### src/rtl/pbit_sweep_collector_pkg.sv
// Shared types and helpers for monitors of the one-hot p-bit update-enable bus.
package pbit_pkg;

  localparam int P_DEFAULT = 15;
  localparam int OH_W      = 64;

  typedef enum logic {
    SYNC    = 1'b0,
    COLLECT = 1'b1
  } state_t;

  typedef struct packed {
    logic       is_zero;
    logic       is_onehot;
    logic [5:0] idx;
  } onehot_t;

  // Classifies a (zero-extended) bus value as idle, one-hot or multi-hot.
  function automatic onehot_t onehot_check(input logic [OH_W-1:0] vec);
    onehot_t     res;
    int unsigned cnt;
    res.is_zero = (vec == '0);
    res.idx     = 6'd0;
    cnt         = 32'd0;
    for (int i = 0; i < OH_W; i++) begin
      if (vec[i]) begin
        cnt     = cnt + 32'd1;
        res.idx = 6'(i);
      end
    end
    res.is_onehot = (cnt == 32'd1);
    return res;
  endfunction

endpackage

### src/rtl/pbit_sweep_collector_onehot_decoder.sv
// Combinational decode of one update-enable bus value into active/index/multi-hot.
module pbit_onehot_decoder
  import pbit_pkg::*;
#(
  parameter int P     = P_DEFAULT,
  parameter int IDX_W = $clog2(P + 1)
) (
  input  logic [P:0]       i_vec,
  output logic             o_active,
  output logic [IDX_W-1:0] o_idx,
  output logic             o_multi
);

  onehot_t w_res;

  always_comb begin
    w_res    = onehot_check(OH_W'(i_vec));
    o_active = w_res.is_onehot;
    o_multi  = !w_res.is_zero && !w_res.is_onehot;
    o_idx    = IDX_W'(w_res.idx);
  end

endmodule

### src/rtl/pbit_sweep_collector.sv
// Samples each p-bit as its update window closes and hands off one snapshot per
// complete 0..P sweep, flagging multi-hot, out-of-order and dropped-snapshot events.
module pbit_sweep_collector
  import pbit_pkg::*;
#(
  parameter int P     = P_DEFAULT,
  parameter int CNT_W = 16,
  parameter int IDX_W = $clog2(P + 1)
) (
  input  logic             i_clk,
  input  logic             i_rst_n,
  input  logic [P:0]       i_upd_seq,
  input  logic [P:0]       i_pbit_state,
  output logic [P:0]       o_snap_data,
  output logic             o_snap_valid,
  input  logic             i_snap_ready,
  output logic [CNT_W-1:0] o_sweep_count,
  output logic [IDX_W-1:0] o_upd_idx,
  output logic             o_upd_active,
  output logic             o_onehot_err,
  output logic             o_seq_err,
  output logic             o_overrun
);

  logic [P:0]       r_u_q;
  logic [P:0]       r_u_qq;
  logic             r_qq_active;
  logic [IDX_W-1:0] r_qq_idx;
  logic [IDX_W-1:0] r_last_idx;
  state_t           r_state;
  logic [IDX_W-1:0] r_expected;
  logic [P:0]       r_shadow;
  logic [P:0]       r_snap_data;
  logic             r_snap_valid;
  logic [CNT_W-1:0] r_sweep_count;
  logic             r_onehot_err;
  logic             r_seq_err;
  logic             r_overrun;

  logic             w_q_active;
  logic [IDX_W-1:0] w_q_idx;
  logic             w_q_multi;
  logic             w_close;
  logic [IDX_W-1:0] w_k;
  logic [P:0]       w_snap;

  pbit_onehot_decoder #(
    .P     (P),
    .IDX_W (IDX_W)
  ) u_dec (
    .i_vec    (r_u_q),
    .o_active (w_q_active),
    .o_idx    (w_q_idx),
    .o_multi  (w_q_multi)
  );

  // The u_qq decode is just the u_q decode delayed a cycle, so it is kept in r_qq_*.
  assign w_close = r_qq_active && (r_u_q != r_u_qq);
  assign w_k     = r_qq_idx;

  always_comb begin
    w_snap    = r_shadow;
    w_snap[P] = i_pbit_state[P];
    if (w_q_active) begin
      o_upd_idx = w_q_idx;
    end else begin
      o_upd_idx = r_last_idx;
    end
  end

  always_ff @(posedge i_clk) begin
    if (!i_rst_n) begin
      r_u_q         <= '0;
      r_u_qq        <= '0;
      r_qq_active   <= 1'b0;
      r_qq_idx      <= '0;
      r_last_idx    <= '0;
      r_state       <= SYNC;
      r_expected    <= '0;
      r_shadow      <= '0;
      r_snap_data   <= '0;
      r_snap_valid  <= 1'b0;
      r_sweep_count <= '0;
      r_onehot_err  <= 1'b0;
      r_seq_err     <= 1'b0;
      r_overrun     <= 1'b0;
    end else begin
      r_u_q       <= i_upd_seq;
      r_u_qq      <= r_u_q;
      r_qq_active <= w_q_active;
      r_qq_idx    <= w_q_idx;
      if (w_q_active) begin
        r_last_idx <= w_q_idx;
      end
      if (r_snap_valid && i_snap_ready) begin
        r_snap_valid <= 1'b0;
      end

      if (w_close) begin
        case (r_state)
          SYNC: begin
            if (w_k == '0) begin
              r_shadow   <= (P + 1)'(i_pbit_state[0]);
              r_expected <= IDX_W'(1);
              r_state    <= COLLECT;
            end
          end
          COLLECT: begin
            if (w_k != r_expected) begin
              r_seq_err  <= 1'b1;
              r_shadow   <= '0;
              r_expected <= '0;
              r_state    <= SYNC;
            end else if (w_k == IDX_W'(P)) begin
              r_shadow[w_k] <= i_pbit_state[w_k];
              r_sweep_count <= r_sweep_count + CNT_W'(1);
              r_expected    <= '0;
              // A held, unaccepted snapshot wins; the new one is dropped.
              if (!r_snap_valid || i_snap_ready) begin
                r_snap_data  <= w_snap;
                r_snap_valid <= 1'b1;
              end else begin
                r_overrun <= 1'b1;
              end
            end else if (w_k == '0) begin
              r_shadow   <= (P + 1)'(i_pbit_state[0]);
              r_expected <= IDX_W'(1);
            end else begin
              r_shadow[w_k] <= i_pbit_state[w_k];
              r_expected    <= w_k + IDX_W'(1);
            end
          end
          default: begin
            r_state <= SYNC;
          end
        endcase
      end

      // Multi-hot is handled after any close in the same cycle so the close still counts.
      if (w_q_multi) begin
        r_onehot_err <= 1'b1;
        r_state      <= SYNC;
        r_expected   <= '0;
      end
    end
  end

  assign o_snap_data   = r_snap_data;
  assign o_snap_valid  = r_snap_valid;
  assign o_sweep_count = r_sweep_count;
  assign o_upd_active  = w_q_active;
  assign o_onehot_err  = r_onehot_err;
  assign o_seq_err     = r_seq_err;
  assign o_overrun     = r_overrun;

endmodule

### config.mk
export PLATFORM = sky130hd
export DESIGN_NAME = pbit_sweep_collector
export DESIGN_NICKNAME = d
export VERILOG_FILES = /design/src/rtl/pbit_sweep_collector_pkg.sv /design/src/rtl/pbit_sweep_collector_onehot_decoder.sv /design/src/rtl/pbit_sweep_collector.sv
export SDC_FILE = /design/constraint.sdc
export NUM_CORES = 1
export LEC_CHECK = 0
export ABC_AREA = 1
export CAP_MARGIN = 20
export CELL_PAD_IN_SITES_DETAIL_PLACEMENT = 1
export CELL_PAD_IN_SITES_GLOBAL_PLACEMENT = 1
export CORE_ASPECT_RATIO = 0.7
export CORE_UTILIZATION = 35
export DETAILED_ROUTE_END_ITERATION = 12
export MAX_ROUTING_LAYER = met4
export PLACE_DENSITY_LB_ADDON = 0.3
export SLEW_MARGIN = 20
export SYNTH_ARGS = -nofsm -noshare
export SYNTH_HDL_FRONTEND = slang
export SYNTH_SLANG_ARGS = --single-unit
### constraint.sdc
create_clock -name i_clk -period 9.86 [get_ports i_clk]
set_input_delay 1.479 -clock i_clk [delete_from_list [all_inputs] [get_ports i_clk]]
set_output_delay 1.479 -clock i_clk [all_outputs]
set_load 0.05 [all_outputs]
==> flow_summary.yaml <==
floorplanning:
  ios: 76
  die_h_um: 114
  start_util_pct: 36.0
  die_w_um: 161
  num_rows: 40
  core_um2: 17300
  dieArea_um2: 18300
placement:
  port-buffer-count: 75
  dpl.hpwl_um: 12800
  preCtsSetupSlack_ns: 0.00927
  finalWeightedCongestion: 0.829
critical_path:
  critPathSlowestCell: "dfxtp_2"
  crit_arrival_ns: 8.07
  worstPathMaxFanout: 7
  crit_type: "flop to output pin"
  crit_buf_inv: 6
  cp_top_family: "adder cells"
  required_ns: 8.38
  timing.rr.start: "r_u_q[0]"
  crit_top_cell: "nand2_2"
  max_stage_delay_ns: 0.36
  crit_start: "r_u_q[0]"
  cp-start-kind: "flop"
  cp-end-kind: "output pin"
clock_tree:
  cts_tree: "yes"
  clkTransAtPathRegs_ns: 0.07
  clock_path_buffers: 2
  clk_latency_ns: 0.34
  numCtsBuffers: 9
  htreeDepth: 3
  clock_sinks: 97
  clockRootBuffer: "clkbuf_16"
timing:
  min_period_ns: 9.55
  fmaxAchievable_mhz: 105
  finalCritPeriodShare_pct: 96.8
  fin_ws_ns: 0.314
  slew_headroom_pct: 28.0
  timing_hold_violations_final: 0
  finalMaxSlewViolations: 0
  finalSetupViolCount: 0
  finClkSkew_ns: 0.00874
  whs_ns: 0.454
  tns_ns: 0
  worst_pin_slew_ns: 1.08
detailed_routing:
  drt_first_pass_iters: 4
  drtIter0Drc: 215
  drt_wl_total_um: 17100
  vias: 5835
  post_drt_wl_per_cell_um: 13.5
  drc_errors: 0
  viasPerCell: 4.60
  antenna_left: 0
job:
  drv_cap: 0
yosys:
  ys_types: 44
  yosys_warnings: 0
  avgSynthCellArea_um2: 6.54
  synth_compound_gate_area_share_pct: 10.1
  synthFlopType: "dfxtp_1"
  synth_edf_count: 0
  synth_mux_area_share_pct: 0
  synth-adder-area-share_pct: 4.03
  synthSimpleGateAreaFrac_pct: 39.4
  synth_top_family_by_area: "simple AND/OR/NAND/NOR gates"
  ys_seq_area_share_pct: 31.2
  synth_seq_cells: 97
  synth_xor_area_share_pct: 2.54
  async_reset_ff_share_pct: 0
  synth_cells: 950
  syn_nets: 1005
  netlist_area_um2: 6220
cells_and_area:
  final_common_cell: "nand2_1"
  area_delta_synth_final_pct: 25.6
  antenna_cells: 0
  nets: 1089
  fin_util_pct: 45.2
  drive_above_1_share_pct: 18.0
  n_fill_cell: 2249
  final_cell_mix: "227 x nand2_1, 165 x inv_1, 95 x dfxtp_1, 78 x nor2_1, 69 x clkdlybuf4s50_1"
grt:
  grt_max_degree: 52
  grt_pass1_vias: 5876
  grt_pass1_wl_um: 28500
  gr-total-overflow: 0
  antenna_found_initial: 0
  grt_usage_pct: 19.7
worst_hold_path:
  hold_path.class: "flop to flop"
  min_from: "o_overrun"
pwr:
  power_mw: 1.12
  ir_drop_uv: 69.9
  cellPowerDensity_nw_per_um2: 144
  leakage_nw: 3.66
outcome:
  status: "finished, final reports clean"
[per-stage QoR]
stage | std cells | area, um2
2_1_floorplan | 950 | 6220
3_3_place_gp | 1233 | 7160
3_5_place_dp | 1233 | 7160
4_1_cts | 1254 | 7540
5_1_grt | 1268 | 7810
6_report | 1268 | 7810
[power breakdown]
group          total (mW)  leakage, nW  internal (mW)  switching, mW
clock network       0.331        0.132          0.177          0.153
registers           0.421        0.791          0.406         0.0156
logic               0.372         2.74          0.144          0.229
total                1.12         3.66          0.727          0.398
[cells in the mapped netlist, types with 2 or more instances]
| library cell | number | area share (%) |
|---|---|---|
| ha_1 | 20 | 4.0 |
| xor2_1 | 16 | 2.3 |
| nand3_2 | 29 | 4.7 |
| nand2_4 | 6 | 1.1 |
| nand3_1 | 46 | 3.7 |
| nand2_1 | 241 | 15 |
| nor2_1 | 82 | 5.0 |
| xnor2_1 | 2 | 0.28 |
| nand2_2 | 45 | 4.5 |
| nand4_1 | 7 | 0.70 |
| o21ai_0 | 33 | 2.7 |
| a21oi_1 | 37 | 3.0 |
| nor2_2 | 11 | 1.1 |
| nor2_4 | 2 | 0.36 |
| o21a_1 | 2 | 0.24 |
| dfxtp_1 | 97 | 31 |
| inv_2 | 7 | 0.42 |
| o21bai_1 | 6 | 0.72 |
| nand3b_1 | 5 | 0.60 |
| a31oi_1 | 2 | 0.20 |
| nor3_1 | 13 | 1.0 |
| nor3b_1 | 3 | 0.36 |
| clkbuf_1 | 21 | 1.3 |
| inv_1 | 169 | 10 |
| o22ai_1 | 5 | 0.50 |
| buf_2 | 3 | 0.24 |
| o211ai_1 | 2 | 0.24 |
| clkinv_1 | 3 | 0.18 |
| a211oi_1 | 14 | 1.7 |
| o21ai_1 | 2 | 0.16 |
| nor4_1 | 6 | 0.60 |
[layout make-up]
type	instances	area, um2	share of cell area (%)
Sequential cell	97	1940	24.9
Clock inverter	3	26.3	0.336
Multi-Input combinational cell	647	3680	47.2
Timing Repair Buffer	99	941	12.0
Tap cell	231	289	3.70
Inverter	180	681	8.72
Clock buffer	11	243	3.11
[worst reg2reg max path: cells and delay by family, from the launching register on]
kind / cells / cell delay, ns
adders and majority gates: 14 / 3.61
and+or+nand+nor: 30 / 2.62
buffers and inverters: 7 / 0.62
AOI/OAI and AO/OA: 5 / 0.48
DFF: 1 / 0.36
[layer usage]
layer / vias up / GRT usage [%] / part of all wire (%)
li1: 3118 / - / -
met1: 2652 / 28.4 / 55
met2: 61 / 28.6 / 41
met3: 4 / 4.44 / 3.7
met5: - / - / 0
met4: 0 / 2.64 / 0.38
[worst paths after layout]
check	slack (ns)	end	cells past startpoint
max	0.31	o_upd_idx[1]	55
min	0.45	o_overrun	2
max reg2reg	2.12	r_expected[2]	56
min reg2reg	0.45	o_overrun	2
[logic make-up (layout without fill, tap and decap cells)]
logic type	after synthesis	count (layout)
flops	97	97
fa+ha+maj	20	20
compound gates	107	107
buf+inv	206	293
simple gates	502	502
xor+xnor	18	18
[sequential cells by signal, indices dropped and copies added (netlist names)]
signal         count
o_snap_data       16
o_sweep_count     16
r_u_q             16
r_u_qq            16
r_shadow          15
r_expected         4
r_last_idx         4
r_qq_idx           4
o_onehot_err       1
o_overrun          1
o_seq_err          1
o_snap_valid       1
r_qq_active        1
r_state            1
[timing repair]
action | in CTS | in global routing
endpoints found under the setup margin | 5 | 5
resized for setup | 15 | 38
pin swaps | 7 | 23
hold buffers | 0 | 0
setup buffers | 7 | 14
(Power assumes the default switching activity.)
